`src/rtl/fifo_rr_merge.sv`:
```
`default_nettype none
// ============================================================================
// Module   : fifo_rr_merge
// Purpose  : Round-robin merge of NUM_PORTS source streams into one framed
//            output stream: header {port, count}, then up to MAX_BURST words.
// Option   : define FIFO_RR_MERGE_CHECKSUM_EN to append an XOR trailer word.
// Revision : 1.0 - initial release
// ============================================================================
module fifo_rr_merge #(
  parameter int WIDTH     = 8,
  parameter int NUM_PORTS = 2,
  parameter int MAX_BURST = 16,
  localparam int PW = (NUM_PORTS > 1) ? $clog2(NUM_PORTS) : 1,
  localparam int CW = $clog2(MAX_BURST + 1)
) (
  input  logic                       clk,
  input  logic                       reset,
  input  logic [NUM_PORTS-1:0]       in_fifos_enable,
  input  logic [NUM_PORTS*WIDTH-1:0] in_fifos_data,
  output logic [NUM_PORTS-1:0]       in_fifos_ready,
  output logic                       out_fifo_enable,
  output logic [WIDTH-1:0]           out_fifo_data,
  input  logic                       out_fifo_ready,
  output logic                       busy,
  output logic [PW-1:0]              cur_port
);

  localparam int           AW   = (MAX_BURST > 1) ? $clog2(MAX_BURST) : 1;
  localparam logic [CW-1:0] MAXC = CW'(MAX_BURST);
  localparam logic [PW:0]   NP   = (PW+1)'(NUM_PORTS);
  localparam logic [PW-1:0] LAST = PW'(NUM_PORTS - 1);

  localparam logic [2:0] S_IDLE     = 3'd0;
  localparam logic [2:0] S_COLLECT  = 3'd1;
  localparam logic [2:0] S_HEADER   = 3'd2;
  localparam logic [2:0] S_PAYLOAD  = 3'd3;
`ifdef FIFO_RR_MERGE_CHECKSUM_EN
  localparam logic [2:0] S_CHECKSUM = 3'd4;
`endif

  if (PW + CW > WIDTH) begin : g_cfg_check
    $error("fifo_rr_merge: header fields do not fit in WIDTH");
  end

  logic [2:0]       state_q, state_d;
  logic [PW-1:0]    rr_ptr_q, rr_ptr_d;
  logic [PW-1:0]    sel_q, sel_d;
  logic [CW-1:0]    count_q, count_d;
  logic [AW-1:0]    idx_q, idx_d;
  logic             out_enable_q, out_enable_d;
  logic [WIDTH-1:0] out_data_q, out_data_d;
  logic [WIDTH-1:0] buf_q [MAX_BURST];
`ifdef FIFO_RR_MERGE_CHECKSUM_EN
  logic [WIDTH-1:0] csum_q, csum_d;
`endif

  logic [NUM_PORTS-1:0] w_req_rot;
  logic                 w_found;
  logic [PW-1:0]        w_offset;
  logic [PW:0]          w_sum;
  logic [PW-1:0]        w_grant;
  logic [PW-1:0]        w_next_ptr;
  logic                 w_sel_enable;
  logic [WIDTH-1:0]     w_sel_data;
  logic                 w_buf_we;

  function automatic logic [WIDTH-1:0] f_header(input logic [PW-1:0] p,
                                                input logic [CW-1:0] c);
    return WIDTH'({p, c});
  endfunction

  // Rotate requests so bit 0 is the port at rr_ptr; lowest set bit wins.
  assign w_req_rot  = NUM_PORTS'({in_fifos_enable, in_fifos_enable} >> rr_ptr_q);
  assign w_sum      = {1'b0, rr_ptr_q} + {1'b0, w_offset};
  assign w_grant    = (w_sum >= NP) ? PW'(w_sum - NP) : PW'(w_sum);
  assign w_next_ptr = (sel_q == LAST) ? '0 : sel_q + PW'(1);

  always_comb begin
    w_found  = 1'b0;
    w_offset = '0;
    for (int i = NUM_PORTS - 1; i >= 0; i--) begin
      if (w_req_rot[i]) begin
        w_found  = 1'b1;
        w_offset = PW'(i);
      end
    end
  end

  always_comb begin
    w_sel_enable   = 1'b0;
    w_sel_data     = '0;
    in_fifos_ready = '0;
    for (int i = 0; i < NUM_PORTS; i++) begin
      if (sel_q == PW'(i)) begin
        w_sel_enable      = in_fifos_enable[i];
        w_sel_data        = in_fifos_data[i*WIDTH +: WIDTH];
        in_fifos_ready[i] = (state_q == S_COLLECT) && (count_q < MAXC);
      end
    end
  end

  always_comb begin
    state_d      = state_q;
    rr_ptr_d     = rr_ptr_q;
    sel_d        = sel_q;
    count_d      = count_q;
    idx_d        = idx_q;
    out_enable_d = out_enable_q;
    out_data_d   = out_data_q;
    w_buf_we     = 1'b0;
`ifdef FIFO_RR_MERGE_CHECKSUM_EN
    csum_d       = csum_q;
`endif
    case (state_q)
      S_IDLE: begin
        if (w_found) begin
          sel_d   = w_grant;
          count_d = '0;
          state_d = S_COLLECT;
`ifdef FIFO_RR_MERGE_CHECKSUM_EN
          csum_d  = '0;
`endif
        end
      end
      S_COLLECT: begin
        if (w_sel_enable && (count_q < MAXC)) begin
          w_buf_we = 1'b1;
          count_d  = count_q + CW'(1);
`ifdef FIFO_RR_MERGE_CHECKSUM_EN
          csum_d   = csum_q ^ w_sel_data;
`endif
          if (count_d == MAXC) begin
            state_d      = S_HEADER;
            out_enable_d = 1'b1;
            out_data_d   = f_header(sel_q, count_d);
          end
        end else if (!w_sel_enable) begin
          // A source that withdrew before sending anything yields its turn.
          if (count_q == '0) begin
            state_d  = S_IDLE;
            rr_ptr_d = w_next_ptr;
          end else begin
            state_d      = S_HEADER;
            out_enable_d = 1'b1;
            out_data_d   = f_header(sel_q, count_q);
          end
        end
      end
      S_HEADER: begin
        if (out_fifo_ready) begin
          state_d    = S_PAYLOAD;
          idx_d      = '0;
          out_data_d = buf_q[0];
        end
      end
      S_PAYLOAD: begin
        if (out_fifo_ready) begin
          if (CW'(idx_q) == count_q - CW'(1)) begin
`ifdef FIFO_RR_MERGE_CHECKSUM_EN
            state_d      = S_CHECKSUM;
            out_data_d   = csum_q;
`else
            state_d      = S_IDLE;
            out_enable_d = 1'b0;
            rr_ptr_d     = w_next_ptr;
            count_d      = '0;
`endif
          end else begin
            idx_d      = idx_q + AW'(1);
            out_data_d = buf_q[idx_q + AW'(1)];
          end
        end
      end
`ifdef FIFO_RR_MERGE_CHECKSUM_EN
      S_CHECKSUM: begin
        if (out_fifo_ready) begin
          state_d      = S_IDLE;
          out_enable_d = 1'b0;
          rr_ptr_d     = w_next_ptr;
          count_d      = '0;
        end
      end
`endif
      default: state_d = S_IDLE;
    endcase
  end

  always_ff @(posedge clk) begin
    if (reset) begin
      state_q      <= S_IDLE;
      rr_ptr_q     <= '0;
      sel_q        <= '0;
      count_q      <= '0;
      idx_q        <= '0;
      out_enable_q <= 1'b0;
      out_data_q   <= '0;
`ifdef FIFO_RR_MERGE_CHECKSUM_EN
      csum_q       <= '0;
`endif
    end else begin
      state_q      <= state_d;
      rr_ptr_q     <= rr_ptr_d;
      sel_q        <= sel_d;
      count_q      <= count_d;
      idx_q        <= idx_d;
      out_enable_q <= out_enable_d;
      out_data_q   <= out_data_d;
`ifdef FIFO_RR_MERGE_CHECKSUM_EN
      csum_q       <= csum_d;
`endif
    end
  end

  // Buffer contents are only meaningful below count, so no reset is needed.
  always_ff @(posedge clk) begin
    if (w_buf_we) begin
      buf_q[count_q[AW-1:0]] <= w_sel_data;
    end
  end

  assign out_fifo_enable = out_enable_q;
  assign out_fifo_data   = out_data_q;
  assign busy            = (state_q != S_IDLE);
  assign cur_port        = sel_q;

endmodule
`default_nettype wire

```
`config.mk`:
```
export PLATFORM = sky130hd
export DESIGN_NAME = fifo_rr_merge
export DESIGN_NICKNAME = d
export VERILOG_FILES = /design/src/rtl/fifo_rr_merge.sv
export SDC_FILE = /design/constraint.sdc
export NUM_CORES = 1
export LEC_CHECK = 0
export BUFFER_PORTS_ARGS = -buffer_cell sky130_fd_sc_hd__buf_2
export CAP_MARGIN = 20
export CORE_AREA = 2 2 103 115
export DETAILED_ROUTE_END_ITERATION = 8
export DIE_AREA = 0 0 105 117
export PLACE_DENSITY = 0.78
export SYNTH_ARGS = -nofsm -noshare
export SYNTH_HDL_FRONTEND = slang
export SYNTH_SLANG_ARGS = --single-unit
```
`constraint.sdc`:
```
create_clock -name clk -period 2.9 [get_ports clk]
set_clock_uncertainty 0.1 [all_clocks]
set_input_delay 0.58 -clock clk [delete_from_list [all_inputs] [get_ports clk]]
set_output_delay 0.58 -clock clk [all_outputs]
set_load 0.01 [all_outputs]
```
==> Yosys cells after proc, flatten, opt, wreduce, memory -nomap -nowiden <==
Memory sizes are Yosys's and may differ from the RTL's.
Index checks and enable logic that the tools add are counted.
Widths: inputs -> output; s select.
{ "totals": {"ram_bits": 128, "regBits": 23, "out_inout_bits": 13, "mem_count": 1} }
{ "memory_table": {"columns": ["memory", "depth", "width", "rd", "rd_clocked_by_memory_dff", "wr", "line", "rtl"], "rows": [
  ["buf_q", 16, 8, 2, 0, 1, "52", "logic [WIDTH-1:0] buf_q [MAX_BURST];"]
]} }
{ "op_classes": {"shifts": 1, "n_eq_ne": 17, "order_cmp": 2, "n_reduce_logical": 16, "add_sub_neg": 6, "n_mux": 52} }
{ "op_table": {"columns": ["cell", "count"], "rows": [
  ["$mux 8", 8],
  ["$pmux 8 s3", 1],
  ["$mux 1", 23],
  ["$mux 3", 7],
  ["$mux 5", 4],
  ["$reduce_and 6->1", 3],
  ["$pmux 5 s3", 1],
  ["$ne 2x2->1 const B", 7],
  ["$mux 4", 3],
  ["$pmux 3 s4", 1],
  ["$reduce_bool 3->1", 3],
  ["$pmux 4 s2", 1],
  ["$reduce_and 7->1", 1],
  ["$eq 3x2->1 const B", 2],
  ["$ne 3x2->1 const B", 2],
  ["$add 5x1->5 const B", 1],
  ["$eq 4x5->1", 1],
  ["$eq 5x5->1 const B", 1],
  ["$logic_not 5->1", 1],
  ["$lt 5x5->1 const B", 1],
  ["$reduce_and 5->1", 1],
  ["$sub 5x1->5 const B", 1],
  ["$add 4x1->4 const B", 1],
  ["$ne 2x1->1 const B", 2],
  ["14 further kinds", 17]
]} }

==> Longest topological paths before layout <==
{ "logic_depth": {"depth_word": 6, "mapped_depth": 10, "depth_no_buf": 8} }

==> Least setup slack after synthesis <==
OpenSTA, ideal clock, no wires.
{ "synth_path": {"path_type": "reg-to-reg", "start": "register count_q[0]", "end": "register out_data_q[6], in the netlist out_fifo_data[6]", "stages_incl_launch_ff": 11, "path_slack_ns": 0.301, "t_arrival_ns": 2.383, "synth_period_minus_slack_ns": 2.599, "n_path_buf": 2, "path_cell_list": "dfxtp_1 > clkbuf_1 > inv_1 > ha_1 > or3b_4 > o22ai_2 > a31oi_2 > o31a_1 > and2_1 > buf_6 > o211a_1"} }
{ "synth_between": {"elab_chain_len": 4, "elab_cells_between_ends": 14, "classes_between": "add/sub: 2; order compare: 1; eq/ne: 6; mux: 2; reduce/logical: 3"} }
{ "synth_lines": {"columns": ["item", "line", "rtl"], "rows": [
  ["start, declared", "48", "logic [CW-1:0] count_q, count_d;"],
  ["start signal, assigned", "204", "count_q <= count_d;"],
  ["$add 5x1->5, or another cell as far along", "128", "count_d = count_q + CW'(1);"],
  ["$eq 5x5->1, or another cell as far along", "132", "if (count_d == MAXC) begin"],
  ["$ne 3x2->1 (no line), or another cell as far along", null, null],
  ["$reduce_and 7->1 (no line) / $pmux 8 s3 (equally long branches)", null, null],
  ["end signal, assigned", "207", "out_data_q <= out_data_d;"],
  ["end, declared", "51", "logic [WIDTH-1:0] out_data_q, out_data_d;"]
]} }
Several ways; a longest one is shown, not always the timed one.
A chain may end at the register's enable or synchronous reset.

==> Worst setup path in the final report <==
{ "layout_path": {"start": "register count_q[1]", "end": "register out_data_q[4], in the netlist out_fifo_data[4]"} }
{ "layout_between": {"elab_chain_len": 4, "elab_cells_between_ends": 15, "classes_between": "add/sub: 2; order compare: 1; eq/ne: 6; mux: 3; reduce/logical: 3"} }
{ "layout_lines": {"columns": ["item", "line"], "rows": [
  ["$add 5x1->5, or another cell as far along", "128"],
  ["$eq 5x5->1, or another cell as far along", "132"],
  ["$ne 3x2->1 (no line), or another cell as far along", null],
  ["$reduce_and 7->1 (no line) / $pmux 8 s3 (equally long branches)", null]
]} }
Several ways; a longest one is shown, not always the timed one. The select of a mux whose other input is x is not followed.

==> impl_metrics.json <==
{
  "status": "finished clean",
  "grt_pass1_wl_um": 23100,
  "place_ws_ns": 0.243,
  "hold_slack_ns": 0.371,
  "io_buffers": 33,
  "tightest_slew_ns": 0.834,
  "fin_crit_ns": 2.69,
  "yosys.area_share.adder_pct": 1.14,
  "synth_enable_flop_cells": 128,
  "hold_start": "out_fifo_enable",
  "yosysSeqAreaShare_pct": 65.2,
  "die_x_um": 105,
  "finalInstanceArea_sq_um": 7520,
  "gp_congestion": 0.961,
  "post_cts_buffers": 0,
  "hold_depth": 2,
  "ys_ff_latch": 150,
  "synth_top_area_share_pct": 58.5,
  "numCtsBuffers": 17,
  "row_count": 41,
  "p_per_area_nw_per_um2": 652,
  "drive_gt1_share_pct": 27.3,
  "cts_tree": "built",
  "synthTopCellsByArea": "edfxtp_1, mux4_2, dfxtp_1",
  "rsz0062_at_grt": "no",
  "layout_setup_ws_ns": 0.207,
  "cts_max_path_buffers": 2,
  "area_growth_pct": 14.3,
  "fin_util_pct": 67.2,
  "synth.most_common_cell": "edfxtp_1",
  "numClockSinks": 150,
  "peakVddDrop_mv": 0.384,
  "syn_area_per_cell_sq_um": 15.2,
  "hold_end": "out_fifo_enable",
  "synthXorXnorAreaFrac_pct": 1.47,
  "grt_pass1_vias": 4090,
  "postSynth.asyncResetShare_pct": 0,
  "path_clk_slew_ns": 0.06,
  "placed_cell_area_sq_um": 6960,
  "syn_inst": 433,
  "routed-via-count": 3961,
  "place.detailed.hpwl_um": 9770,
  "synth_cell_types": 54,
  "drcViolationCount": 0,
  "clk_latency_ns": 0.42,
  "leakagePower_nw": 2.49,
  "critPathKind": "reg2reg",
  "start_util_pct": 58.8,
  "wirelength_um": 14700,
  "htreeDepth": 4,
  "via_per_inst": 6.19,
  "fin_nets": 504,
  "max_freq_mhz": 371,
  "period_share_pct": 92.9,
  "antenna_found_initial": 0,
  "n_antenna_cell": 0,
  "drv_slew": 0,
  "grt_overflow": 0,
  "drt_iter0_drc": 370,
  "cts-resized-gates": 0,
  "drt_pass1_iterations": 5,
  "cts_hold_buffers": 0,
  "crit_required_ns": 3.13,
  "maxCapViolCount": 0,
  "die_h_um": 117,
  "hold_viol": 0,
  "core_sq_um": 11200,
  "synth_compound_area_share_pct": 7.55,
  "synth_ff_type": "edfxtp_1",
  "worstReg2RegStart": "count_q[1]",
  "cp_max_fo": 9,
  "hold_path.class": "reg2reg",
  "slew-limit-headroom_pct": 44.2,
  "setup_violations": 0,
  "synthSimpleGateAreaFrac_pct": 7.76,
  "antenna_left": 0,
  "cts-root-buf": "clkbuf_16",
  "synth_top_family_by_area": "multiplexers",
  "wl_per_cell_um": 23.0,
  "critPathArrivalTime_ns": 2.92,
  "cp-start-kind": "flip-flop",
  "grt_util_all_layers_pct": 26.1,
  "die-area_sq_um": 12300,
  "rrSetupSlack_ns": 0.21,
  "yosysTopAreaCell": "edfxtp_1",
  "netlist_top_cells_count": "edfxtp_1, mux4_2, nand2_1",
  "muxShareOfSynthArea_pct": 14.4,
  "yosysWarnings": 0,
  "ios": 34,
  "reg2reg_depth": 8,
  "syn_nets": 460,
  "cp-end-kind": "flip-flop",
  "r2r-end": "out_fifo_data[4]",
  "grt_max_degree": 38,
  "fin_setup_tns_ns": 0,
  "syn_area_sq_um": 6580
}
==> how the worst max path moves through the flow <==
stage	startpoint	endpoint	depth (start not counted)
final	count_q[1]	out_fifo_data[4]	8
after global routing	count_q[1]	out_fifo_data[4]	8
after CTS	count_q[1]	out_fifo_data[4]	8
after detailed placement	count_q[1]	out_fifo_data[4]	8
after global placement	count_q[1]	out_fifo_data[6]	8
after floorplan	count_q[0]	out_fifo_data[6]	10
==> state kept, by name, summed over array words and instances, names as in the netlist <==
register	flops
cur_port	1
rr_ptr_q	1
state_q	2
idx_q	4
out_fifo_enable	1
count_q	5
buf_q	128
out_fifo_data	8
==> logic make-up (layout without fill, tap and decap cells) <==
| family | after synthesis | after routing |
|---|---|---|
| DFF | 150 | 150 |
| and+or+nand+nor | 109 | 109 |
| AOI/OAI and AO/OA | 68 | 68 |
| muxes | 52 | 52 |
| buffers and inverters | 37 | 94 |
| xor gates and xnor gates | 11 | 11 |
| adders and majority gates | 6 | 6 |
==> cell type report <==
class | instances | area, sq um
Clock buffer | 24 | 482
Clock inverter | 8 | 76.3
Fill cell | 818 | 3660
Inverter | 12 | 45.0
Multi-Input combinational cell | 246 | 2120
Sequential cell | 150 | 4290
Tap cell | 150 | 188
Timing Repair Buffer | 50 | 318
==> where the power goes <==
group          leakage, nW  internal (mW)  switching, mW
sequential            1.33           2.40         0.0216
combinational        0.892          0.153          0.258
clock                0.266           1.24          0.824
==> cells in the final DEF, fill, tap and decap left out, drive strengths merged, types with 12 or more instances in the layout <==
master and n:
edfxtp 128, buf 50, mux4 33, nand2 30
nor2 29, clkbuf 24, a21oi 22, dfxtp 22
nand3 15, inv 12
==> critical path, stage by stage, from the launching register on <==
cell and delay, ns:
dfxtp_1 0.40, inv_1 0.14, ha_1 0.24, or3b_4 0.43, o22ai_2 0.21, a31oi_2 0.08, o31a_1 0.41, and2_1 0.32
a211oi_1 0.27
==> per-stage QoR <==
stage / cells / power [mW]
CTS: 640 / 4.91
floorplan: 433 / 2.73
detailed placement: 608 / 2.87
global route: 640 / 5.05
global placement: 608 / 2.86
finish: 640 / 4.90
==> layer usage <==
metal / wire length, um / global-route usage, % / vias up
li1: - / - / 1781
met1: 5970 / 32.3 / 1978
met2: 7250 / 43.3 / 168
met3: 875 / 6.37 / 34
met4: 617 / 14.2 / 0
met5: 0 / 0 / -
(Power assumes the default switching activity.)
